[src/rtl/hex_byte_assembler.sv]
// hex_byte_assembler: builds a byte from two hex nibble entries (top first), drives an
// active-low LED bank and a registered byte with a one-cycle valid strobe.
// Abandons a half-entered byte after TIMEOUT_CYCLES idle cycles.
// Optional build macro HEX_ASSEMBLER_ECHO_EN shows the pending top nibble on ledOut[7:4].
module hex_byte_assembler #(
  parameter int unsigned TIMEOUT_CYCLES = 100_000_000
) (
  input  logic       clk,
  input  logic       rstN,
  input  logic [3:0] nibbleIn,
  input  logic       nibbleValid,
  input  logic       clearReq,
  output logic [7:0] byteOut,
  output logic       byteValid,
  output logic [7:0] ledOut,
  output logic       partial,
  output logic       errTimeout
);
  localparam int CW = $clog2(TIMEOUT_CYCLES);
  localparam logic [CW-1:0] CNT_LAST = CW'(TIMEOUT_CYCLES - 1);

  typedef enum logic {IDLE, HAVE_TOP} state_t;

  state_t        state_q, state_d;
  logic [3:0]    top_q, top_d;
  logic [CW-1:0] cnt_q, cnt_d;
  logic [7:0]    byte_q, byte_d;
  logic [7:0]    led_q, led_d;
  logic          valid_q, valid_d;
  logic          err_q, err_d;
  logic          tmo_hit;

  assign tmo_hit = (state_q == HAVE_TOP) && (cnt_q == CNT_LAST);

  // State register
  always_ff @(posedge clk or negedge rstN) begin
    if (!rstN) state_q <= IDLE;
    else state_q <= state_d;
  end

  // Next state: clear beats a nibble entry, which beats the timeout
  always_comb begin
    state_d = state_q;
    if (clearReq) state_d = IDLE;
    else if (nibbleValid) state_d = (state_q == IDLE) ? HAVE_TOP : IDLE;
    else if (tmo_hit) state_d = IDLE;
  end

  // Datapath and output next values, same priority as the state transition
  always_comb begin
    top_d   = top_q;
    cnt_d   = cnt_q;
    byte_d  = byte_q;
    led_d   = led_q;
    valid_d = 1'b0;
    err_d   = 1'b0;
    if (clearReq) begin
      led_d = 8'hFF;
      cnt_d = '0;
    end else if (nibbleValid) begin
      cnt_d = '0;
      if (state_q == IDLE) begin
        top_d = nibbleIn;
`ifdef HEX_ASSEMBLER_ECHO_EN
        led_d = {~nibbleIn, 4'hF};
`endif
      end else begin
        byte_d  = {top_q, nibbleIn};
        led_d   = ~{top_q, nibbleIn};
        valid_d = 1'b1;
      end
    end else if (tmo_hit) begin
      err_d = 1'b1;
      cnt_d = '0;
`ifdef HEX_ASSEMBLER_ECHO_EN
      led_d = 8'hFF;
`endif
    end else if (state_q == HAVE_TOP) begin
      cnt_d = cnt_q + CW'(1);
    end
  end

  // Datapath and output registers; reset discards any half-entered nibble
  always_ff @(posedge clk or negedge rstN) begin
    if (!rstN) begin
      top_q   <= 4'h0;
      cnt_q   <= '0;
      byte_q  <= 8'h00;
      led_q   <= 8'hFF;
      valid_q <= 1'b0;
      err_q   <= 1'b0;
    end else begin
      top_q   <= top_d;
      cnt_q   <= cnt_d;
      byte_q  <= byte_d;
      led_q   <= led_d;
      valid_q <= valid_d;
      err_q   <= err_d;
    end
  end

  assign byteOut    = byte_q;
  assign byteValid  = valid_q;
  assign ledOut     = led_q;
  assign errTimeout = err_q;
  assign partial    = (state_q == HAVE_TOP);
endmodule

[config.mk]
export PLATFORM = sky130hd
export DESIGN_NAME = hex_byte_assembler
export DESIGN_NICKNAME = d
export VERILOG_FILES = /design/src/rtl/hex_byte_assembler.sv
export SDC_FILE = /design/constraint.sdc
export NUM_CORES = 1
export LEC_CHECK = 0
export ABC_AREA = 1
export BUFFER_PORTS_ARGS = -buffer_cell sky130_fd_sc_hd__buf_2
export CELL_PAD_IN_SITES_DETAIL_PLACEMENT = 1
export CELL_PAD_IN_SITES_GLOBAL_PLACEMENT = 1
export CORE_ASPECT_RATIO = 1.25
export CORE_UTILIZATION = 44
export DETAILED_ROUTE_END_ITERATION = 16
export PLACE_DENSITY_LB_ADDON = 0.2
export REMOVE_ABC_BUFFERS = 1
export SYNTH_ARGS = -nofsm -noshare
export SYNTH_HDL_FRONTEND = slang
export SYNTH_SLANG_ARGS = --single-unit
[constraint.sdc]
create_clock -name clk -period 2.1 [get_ports clk]
set_input_delay 0.21 -clock clk [delete_from_list [all_inputs] [get_ports clk]]
set_output_delay 0.21 -clock clk [all_outputs]
set_load 0.005 [all_outputs]
==> flow_summary.ini <==
[power_and_ir_drop]
p_int_uw = 1460
leakagePower_uw = 0.00142
p_per_area_nw_per_um2 = 651
switchingPower_uw = 491
p_comb_frac = 0.100
switching_share = 0.252
pwr-share-seq = 0.548
ir_worst_vdd_mv = 0.429
p_clk_frac = 0.353

[die]
die_y_um = 88.9
coreArea_um2 = 5820
die_width_um = 71.5
dieArea_um2 = 6360
rows = 31
initial_utilization = 0.457
ios = 27

[logic_synthesis]
synth_cells = 334
async_flop_share = 1.00
syn-cell-area_um2 = 2660
synthXorXnorAreaFrac = 0.0395
syn_area_per_cell_um2 = 7.96
ys_seq_area_frac = 0.474
ys_top_cells_by_count = 103 x nand2_1, 42 x dfrtp_1, 40 x inv_1
synth_compound_area_frac = 0.0979
synth_top_area_frac = 0.395
yosys.cell_count.top_type = nand2_1
synthMuxAreaShare = 0
yosys.cell_types.count = 32
synth_warnings = 0
synth_edf_count = 0
synth_ff_type = dfrtp_1
synth_area_leaders = dfrtp_1 40%, nand2_1 15%, dfstp_2 7.9%
synthSimpleGateAreaFrac = 0.312
synth_seq_cells = 50
synth_top_family_by_area = simple AND/OR/NAND/NOR gates
yosys.area_share.adder = 0.00471
synth_top_area_cell = dfrtp_1

[critical_path]
worstPathMaxFanout = 16
worstSetupStartpointType = flop
worstSetupPathType = flop to flop
cp.arrival_ns = 2.01
crit_path_end_kind = flop
worstPathRequired_ns = 2.32

[clock_tree]
cts_tree = yes
h-tree-depth = 2
cts_buffers = 5
clockRootBuffer = clkbuf_8
clk_latency_ns = 0.30
numClockSinks = 50
postCtsSetupRepairBufs = 0
clk_path_buf_depth = 2
clkSlewWorstSetupHoldPaths_ns = 0.10

[job]
drv_cap = 0

[cells_and_area]
nNetsFinal = 376
antenna_cells = 0
drive_gt1_frac = 0.188
area.growth.synth_to_final_pct = 12.8

[global_route]
grt_pass1_wl_um = 11700
grt_remaining_overflow = 0
grt_max_degree = 27
grt_pass1_vias = 2462
gr-usage-all-layers = 0.241
antenna_found_initial = 0

[route]
wl_um = 6820
top_layer_used = met4
wl_met2_um = 3620
drc = 0
via_per_inst = 5.35
m1WireLength_um = 2930
met3_length_um = 174
dr.pass1.iters = 4
vias = 2324
postRouteAntennaNets = 0
drt_first_iter_violations = 87
wl_per_cell_um = 15.7

[worst_hold_path]
hold_class = input port to flop

[sta]
fin_tns_setup_ns = 0
slew_headroom = 0.584
setup_viol = 0
finalClockSkew_ns = 0.00646
hold_violations = 0
period_share = 0.855
period_minus_slack_ns = 1.80
layout_setup_ws_ns = 0.304
rsz0062_at_grt = no
slew_viol_final = 0
max_freq_mhz = 557
worstMarginPinSlew_ns = 0.625

[placement]
io_buffer_count = 26
place_ws_ns = 0.324
place.gp.congestion = 0.785
hpwl_um = 5130

[run_status]
status = complete, no violations
per-stage QoR:
| step | total power (uW) | area [um^2] | instances | hold WS, ns | utilization |
|---|---|---|---|---|---|
| after floorplan | 1160 | 2620 | 329 | -0.0856 | - |
| after global placement | 1280 | 2880 | 425 | 0.253 | 0.495 |
| after detailed placement | 1290 | 2880 | 425 | 0.254 | 0.495 |
| after CTS | 1980 | 3000 | 434 | 0.0471 | 0.515 |
| after global routing | 2040 | 3000 | 434 | 0.0401 | 0.515 |
| final | 1950 | 3000 | 434 | 0.0512 | 0.515 |
metal layers:
metal | global-route usage | up-vias
li1 | - | 1131
met1 | 0.285 | 1153
met2 | 0.458 | 31
met3 | 0.0361 | 9
met4 | 0.0624 | 0
met5 | 0 | -
area by class of cell:
class / count / area (um^2)
fillers: 743 / 2820
flip-flops and latches: 50 / 1260
multi-input cells: 238 / 1210
repair buffers: 31 / 183
inverters: 41 / 154
well taps: 66 / 82.6
clock buffers: 6 / 72.6
clock inverters: 2 / 37.5
placed cells by master (no fill, tap or decap):
cell type and n:
dfrtp_1 42, buf_2 26, a211oi_1 1, nor4_1 1, bufinv_16 1, nor2_2 2
dfstp_2 8, o22ai_1 3, o21bai_2 1, nor3_4 1, clkinvlp_4 1, o21ai_1 3
xor2_1 9, clkbuf_8 5, nor3b_1 1, nand3_1 22, dlygate4sd3_1 1, xnor2_1 3
inv_1 40, and3_1 1, buf_4 3, o21ai_2 8, inv_2 1, clkbuf_1 1
ha_1 1, a22oi_1 8, nor2_4 4, a21oi_1 3, o21ai_0 11, nand2_2 6
nor2_1 30, o21bai_1 1, nand4_1 7, buf_12 1, nor3_1 6, nand3_2 1
nand2_1 103, and2_1 1
power groups by stage:
stage               clock, uW  sequential, uW  combinational (uW)
detailed placement          0            1090                 199
finish                    688            1070                 195
global placement            0            1090                 191
global route              738            1080                 224
CTS                       711            1070                 201
floorplan                   0            1090                74.5
what timing repair did:
action,in CTS,in global routing
gates resized for setup,0,0
hold endpoints to repair,16,0
hold buffers,1,0
kinds of logic after synthesis:
kind of cell | after synthesis
buf+inv | 46
xor+xnor | 12
compound gates | 39
fa+ha+maj | 1
flops | 50
simple gates | 186
state kept, by name, indices dropped and copies added (netlist names):
register	cells
errTimeout	1
ledOut	8
byteOut	8
partial	1
byteValid	1
cnt_q	27
top_q	4
final timing paths:
path	startpoint	endpoint	slack, ns	cells past startpoint
setup / recovery	cnt_q[0]$_DFFE_PN0P_	cnt_q[0]$_DFFE_PN0P_	0.30	8
hold / removal	nibbleIn[3]	ledOut[3]$_DFFE_PN1P_	0.05	2
setup reg to reg	cnt_q[0]$_DFFE_PN0P_	cnt_q[0]$_DFFE_PN0P_	0.30	8
hold reg to reg	top_q[2]$_DFFE_PN0P_	ledOut[6]$_DFFE_PN1P_	0.45	1
max in group asynchronous	rstN	top_q[1]$_DFFE_PN0P_	1.10	3
min in group asynchronous	rstN	cnt_q[18]$_DFFE_PN0P_	0.45	2
critical path: stages (launching register included):
cell,delay [ns]
dfrtp_1,0.43
ha_1,0.24
inv_1,0.07
nor2_2,0.05
nand2_2,0.12
nor2_1,0.05
nand2_1,0.09
nand3_2,0.36
o21ai_0,0.29
(Power assumes the default switching activity.)
